## config.mk

```make
export PLATFORM = sky130hd
export DESIGN_NAME = regfile_8x_onehot
export DESIGN_NICKNAME = d
export VERILOG_FILES = /design/src/rtl/regfile_8x_onehot.sv
export SDC_FILE = /design/constraint.sdc
export NUM_CORES = 1
export LEC_CHECK = 0
export ABC_AREA = 1
export CAP_MARGIN = 30
export CORE_UTILIZATION = 53
export CTS_CLUSTER_SIZE = 16
export DETAILED_ROUTE_END_ITERATION = 6
export PLACE_DENSITY = 0.83
export REMOVE_ABC_BUFFERS = 1
export SYNTH_ARGS = -nofsm -noshare
export SYNTH_HDL_FRONTEND = slang
export SYNTH_SLANG_ARGS = --single-unit
```

## constraint.sdc

```tcl
create_clock -name clk -period 2 [get_ports clk]
set_clock_uncertainty 0.05 [all_clocks]
set_input_delay 0.4 -clock clk [delete_from_list [all_inputs] [get_ports clk]]
set_output_delay 0.4 -clock clk [all_outputs]
set_load 0.005 [all_outputs]
```

## src/rtl/regfile_8x_onehot.sv

```systemverilog
// Eight-entry register file fed by a one-hot write select, with two registered
// read ports, write-through bypass, a sticky multi-hot error flag and an optional hardwired r0.
module regfile_8x_onehot #(
  parameter int WIDTH   = 8,
  parameter bit R0_ZERO = 1'b1
) (
  input  logic             clk,
  input  logic             rst,
  input  logic [7:0]       we_sel,
  input  logic [WIDTH-1:0] wdata,
  input  logic             re,
  input  logic [2:0]       ra,
  input  logic [2:0]       rb,
  output logic [WIDTH-1:0] rd_a,
  output logic [WIDTH-1:0] rd_b,
  output logic             rd_valid,
  output logic             wr_ack,
  output logic             err
);

  logic [WIDTH-1:0] r_mem [8];
  logic [WIDTH-1:0] r_rd_a;
  logic [WIDTH-1:0] r_rd_b;
  logic             r_rd_valid;
  logic             r_wr_ack;
  logic             r_err;

  logic             w_any;
  logic             w_multi;
  logic             w_legal;
  logic [7:0]       w_byp;
  logic [7:0]       w_wr_en;
  logic [WIDTH-1:0] w_val [8];

  // Clearing the lowest set bit leaves something only when two or more bits are set.
  assign w_any   = |we_sel;
  assign w_multi = |(we_sel & (we_sel - 8'd1));
  assign w_legal = w_any & ~w_multi;

  genvar gi;
  generate
    for (gi = 0; gi < 8; gi++) begin : g_entry
      localparam bit IS_ZERO_REG = R0_ZERO && (gi == 0);
      assign w_byp[gi]   = w_legal & we_sel[gi];
      assign w_wr_en[gi] = w_byp[gi] & ~IS_ZERO_REG;
      assign w_val[gi]   = IS_ZERO_REG ? '0 : (w_byp[gi] ? wdata : r_mem[gi]);
    end
  endgenerate

  always_ff @(posedge clk) begin
    for (int k = 0; k < 8; k++) begin
      if (rst) begin
        r_mem[k] <= '0;
      end else if (w_wr_en[k]) begin
        r_mem[k] <= wdata;
      end
    end
  end

  always_ff @(posedge clk) begin
    if (rst) begin
      r_rd_a     <= '0;
      r_rd_b     <= '0;
      r_rd_valid <= 1'b0;
      r_wr_ack   <= 1'b0;
      r_err      <= 1'b0;
    end else begin
      r_rd_valid <= re;
      r_wr_ack   <= w_legal;
      if (re) begin
        r_rd_a <= w_val[ra];
        r_rd_b <= w_val[rb];
      end
      if (w_multi) begin
        r_err <= 1'b1;
      end
    end
  end

  assign rd_a     = r_rd_a;
  assign rd_b     = r_rd_b;
  assign rd_valid = r_rd_valid;
  assign wr_ack   = r_wr_ack;
  assign err      = r_err;

endmodule

```

==> reports/metrics.yaml, run 1 <==
grt_pass1_wl_mm: 29.2
top_level_ports: 44
die_width_um: 98.0
slew_violations: 0
dr.pass1.iters: 7
die_h_um: 98.0
row_count: 34
period_needed_ns: 2.08
cts_max_path_buffers: 2
overflow: 0
start_kind: "input port"
fin_crit_sh: 1.04
n_fill_cell: 631
initial_core_util: 0.554
dieArea_um2: 9590
relSlewSlack: 0.477
area_delta_synth_final_pct: 40.7
dpl.cell_count: 879
ys_async_sr_fraction: 0
reg2regPathDepth: 8
worstPathRequired_ns: 2.24
port_buffers: 43
setup_viol_count_final: 15
yosysMostFrequentCell: "nand2_1"
setup_tns_ns: -0.485
ys_ff_latch: 75
utilization: 0.780
place_congestion: 0.946
status: "finished with violations"
drv_cap: 0
final_cells: 932
core-area_um2: 8810
synth_warnings: 0
r2r_start: "r_mem[1][4]"
clkLatencyLatePin_ns: 0.36
powerDensity_nw_per_um2: 556
wl_per_cell_um: 20.0
tightestPinTransition_ns: 0.785
power_mw: 3.82
grt_pass1_vias: 5524
antenna_left: 0
postSynthAreaPerCell_um2: 7.29
synth_flop_cell: "edfxtp_1"
worst_ep_arrival_time_ns: 2.32
final_area_um2: 6870
cts_root_buf: "clkbuf_8"
dp_hpwl_mm: 12.2
synth-edff-count: 56
rsz0062_at_grt: "yes"
yosys-top-cells-count: "181 x nand2_1, 145 x nand3_1, 72 x nor2_1"
violations: "DRC, setup timing"
post_dp_cell_area_um2: 6020
routed_wirelength_mm: 18.6
nets: 844
antenna_found_initial: 0
tritoncts.num_buffers: 9
route.detailed.drc: 1
timing.final.hold_violations: 0
clock-sinks: 75
critical_path_class: "in -> reg"
seq_area_frac_synth: 0.423
h-tree-depth: 3
holdPathStages: 2
cts_tree: "done"
whs_ns: 0.416
viasPerCell: 6.12
vdd_drop_max_mv: 0.331
yosysTopAreaCell: "edfxtp_1"
clk_pin_slew_worst_paths_ns: 0.09
syn_inst: 669
drive_gt1_frac: 0.311
syn_area_um2: 4880
cp_max_fo: 6
hp-class: "reg -> reg"
dp_slack_ns: -0.896
antenna_cells: 0
hp-start: "err"
drtIter0Drc: 663
worstSetupStartpoint: "we_sel[1]"
synth.distinct_cells: 25
cp-end-kind: "register"
fmax_mhz: 482
netlist.area_leader.share: 0.345
grt_max_degree: 69
power.leakage_nw: 3.01
synth.top_cells.by_area: "edfxtp_1 34%, nand3_1 15%, nand2_1 14%, dfxtp_1 7.8%, nor2_1 5.5%"
cts_hold_buf: 0
num_vias: 5705
gr-usage-all-layers: 0.396
setup_slack_ns: -0.0752
[path summary, 6_finish.rpt]
| check | end | slack (ns) |
|---|---|---|
| setup / recovery | rd_b[2] | -0.08 |
| hold / removal | err | 0.42 |
| setup reg to reg | rd_b[4] | 0.78 |
| hold reg to reg | err | 0.42 |
[what timing repair did]
action	4_1_cts	5_1_grt
resized for setup	74	70
pin swaps	26	47
setup buffers	30	7
endpoints found under the setup margin	126	63
cloned	5	1
[kinds of logic (layout without fill, tap and decap cells)]
| group | Yosys count | in the layout | synth area share |
|---|---|---|---|
| AND/OR/NAND/NOR | 467 | 471 | 0.448 |
| flip-flops | 75 | 75 | 0.423 |
| AO/OA/AOI/OAI | 28 | 28 | 0.0297 |
| buffers and inverters | 99 | 250 | 0.0997 |
[power breakdown]
group / switching, mW / leakage, nW / internal, mW / total [mW]
clock network: 0.629 / 0.105 / 0.563 / 1.19
registers: 0.0367 / 0.690 / 1.76 / 1.79
logic: 0.501 / 2.22 / 0.332 / 0.833
[layout make-up]
cell class	instances	area, um^2	share of cell area
flip-flops and latches	75	2060	0.300
clock inverters	5	31.3	0.00456
inverters	53	199	0.0290
multi-input cells	499	2650	0.386
well taps	108	135	0.0197
repair buffers	181	1630	0.237
clock buffers	11	163	0.0237
[critical path, stage by stage]
cell	delay, ns
buf_8	0.10
nor2_4	0.15
buf_6	0.11
nand3_1	0.08
nand2_1	0.09
nand2_2	0.06
nor2_4	0.19
buf_12	0.14
buf_8	0.13
buf_6	0.12
nand4_1	0.15
a21oi_1	0.25
nor2_2	0.09
nand2_1	0.06
nand3_1	0.06
a21oi_1	0.12
[per-layer routing]
layer  wire (um)  vias up  track usage  part of all wire
met2        8790      418        0.667              0.47
met3        2080       90       0.0816              0.11
met4         884        0        0.153             0.047
met5           0        -            0                 0
met1        6890     2612        0.500              0.37
li1            -     2585            -                 -
[layout by cell type (no fill, tap or decap), types with 5 or more instances in the layout]
cell type / n
a21oi_1: 14
a21oi_2: 9
buf_12: 8
buf_2: 6
buf_4: 116
buf_6: 10
buf_8: 5
clkbuf_8: 10
clkdlybuf4s50_1: 34
dfxtp_1: 19
edfxtp_1: 56
inv_1: 44
inv_2: 5
nand2_1: 150
nand2_2: 29
nand3_1: 130
nand3_2: 17
nand3_4: 7
nand4_1: 43
nand4_2: 6
nor2_1: 62
nor2_2: 10
nor3_1: 9
[registers in the layout, indices dropped and copies added (netlist names)]
name / count
r_mem: 56
rd_valid: 1
wr_ack: 1
rd_a: 8
rd_b: 8
err: 1
No activity file was read; power rests on OpenSTA's default activity.
==> inputs of run 2 (changes only) <==
--- a/config.mk
+++ b/config.mk
@@ -7,7 +7,8 @@
 export LEC_CHECK = 0
 export ABC_AREA = 1
 export CAP_MARGIN = 30
-export CORE_UTILIZATION = 53
+export CORE_ASPECT_RATIO = 1.4
+export CORE_UTILIZATION = 55
 export CTS_CLUSTER_SIZE = 16
 export DETAILED_ROUTE_END_ITERATION = 6
 export PLACE_DENSITY = 0.83
==> constraint.sdc (replaced) <==
create_clock -name clk -period 2.55 [get_ports clk]
set_clock_uncertainty 0.05 [all_clocks]
set_input_delay 0.51 -clock clk [delete_from_list [all_inputs] [get_ports clk]]
set_output_delay 0.51 -clock clk [all_outputs]
set_load 0.005 [all_outputs]
==> run 2 against run 1 <==
Compared with the run above:
- the run now ends clean
- routed wire length shrank 8.2%
- sequential share of layout area grew 2.7 points
- worst hold slack lost 0.015 ns
- count of clock-buffer cells in the layout grew 2
- largest power group unchanged
==> reports/metrics.yaml, run 2 (synthesis results as in run 1) <==
core-area_um2: 8610
die_h_um: 113
post_dp_cell_area_um2: 5910
period_needed_ns: 2.47
worstPathRequired_ns: 2.77
vdd_drop_max_mv: 0.450
setup_viol_count_final: 0
relSlewSlack: 0.379
fmax_mhz: 405
multi_input_area_um2: 2370
final_common_cell: "nand2_1"
power.switching_mw: 0.867
top_register: "r_mem"
routed_wirelength_mm: 17.1
row_count: 40
grt_pass1_wl_mm: 26.4
status: "complete, no violations"
initial_core_util: 0.567
n_fill_cell: 681
tritoncts.num_buffers: 9
cts_root_buf: "clkbuf_16"
top_level_ports: 44
largest_reg_flops: 56
clock-sinks: 75
area_delta_synth_final_pct: 29.2
clkPwrFrac: 0.371
dr.pass1.iters: 6
worst_ep_arrival_time_ns: 2.69
hp-class: "reg -> reg"
wl_per_cell_um: 19.2
grt_pass1_vias: 5067
power.leakage_nw: 2.84
tightestPinTransition_ns: 0.928
drv_cap: 0
cp_max_fo: 13
place_congestion: 0.984
clk_pin_slew_worst_paths_ns: 0.06
whs_ns: 0.401
dieArea_um2: 9260
power.internal_mw: 2.28
antenna_left: 0
route.detailed.drc: 0
drive_gt1_frac: 0.175
drtIter0Drc: 915
seqPwrFrac: 0.448
cts_max_path_buffers: 2
final_area_um2: 6300
antenna_found_initial: 0
slew_violations: 0
critical_path_class: "in -> reg"
fin_crit_sh: 0.968
layout_common_cells: "181 x nand2_1, 143 x nand3_1, 93 x buf_4"
nets: 804
grt_max_degree: 69
h-tree-depth: 3
antenna_cells: 0
p_sw_frac: 0.276
gr-usage-all-layers: 0.390
port_buffers: 43
start_kind: "input port"
die_width_um: 81.6
power.share.combinational: 0.181
powerDensity_nw_per_um2: 499
clkLatencyLatePin_ns: 0.34
rsz0062_at_grt: "no"
cts_hold_buf: 0
cp-end-kind: "register"
dp_hpwl_mm: 12.3
timing.final.hold_violations: 0
regArea_um2: 2060
cts_tree: "done"
num_vias: 5439
viasPerCell: 6.12
overflow: 0
-- run 2: cell count changes in the layout (fill, tap and decap cells not counted), moves of 9 or more --
cell | previous run | this run
a21oi_1 | 14 | 23
a21oi_2 | 9 | 0
buf_4 | 116 | 93
clkbuf_8 | 10 | 1
nand2_1 | 150 | 181
nand2_2 | 29 | 0
nand3_1 | 130 | 143
nand3_2 | 17 | 3
-- run 2: final cells by class --
| cell class | instances | share of cell area |
|---|---|---|
| clock buffers | 13 | 0.0397 |
| multi-input cells | 495 | 0.375 |
| repair buffers | 145 | 0.203 |
| clock inverters | 3 | 0.00238 |
| well taps | 105 | 0.0208 |
| inverters | 53 | 0.0316 |
| flip-flops and latches | 75 | 0.327 |
-- run 2: timing repair --
action | CTS | global route
buffers inserted | 7 | 0
gates cloned | 1 | 0
endpoints found under the setup margin | 22 | 33
resized for setup | 15 | 4
pin swaps | 2 | 1
-- run 2: layer usage --
metal	vias to the layer above	share of wire	global-route usage
met5	-	0	0
met4	0	0.062	0.201
met3	101	0.099	0.0816
met2	403	0.46	0.629
met1	2438	0.38	0.485
li1	2497	-	-
-- run 2: final timing paths --
| path | slack (ns) | start | cells past startpoint | end |
|---|---|---|---|---|
| setup / recovery | 0.08 | ra[0] | 9 | rd_a[2] |
| hold / removal | 0.40 | err | 2 | err |
| setup reg to reg | 1.27 | r_mem[1][14] | 8 | rd_a[6] |
| hold reg to reg | 0.40 | err | 2 | err |
-- run 2: power by group through the flow --
stage | clock [mW] | combinational, mW | sequential, mW
global placement | 0 | 0.538 | 1.43
floorplan | 0 | 0.232 | 1.43
detailed placement | 0 | 0.545 | 1.43
global route | 1.23 | 0.611 | 1.41
finish | 1.17 | 0.570 | 1.41
CTS | 1.17 | 0.553 | 1.41
-- run 2: critical path: stages --
cell and delay [ns]:
clkdlybuf4s50_1 0.49, clkinv_1 0.09, nor2_1 0.71, inv_1 0.24, a21oi_1 0.23, nor2_2 0.09, nand2_1 0.11, nand3_1 0.08
a21oi_1 0.13
-- run 2: metrics by stage --
stage	setup slack (ns)	total power, mW	util	instances	setup TNS (ns)
after floorplan	-0.854	1.66	-	623	-56.39
after global placement	-0.382	1.97	0.686	865	-17.12
after detailed placement	-0.417	1.98	0.686	865	-22.62
after CTS	0.00791	3.13	0.730	889	0
after global routing	0.00839	3.26	0.732	889	0
final	0.0809	3.14	0.732	889	0
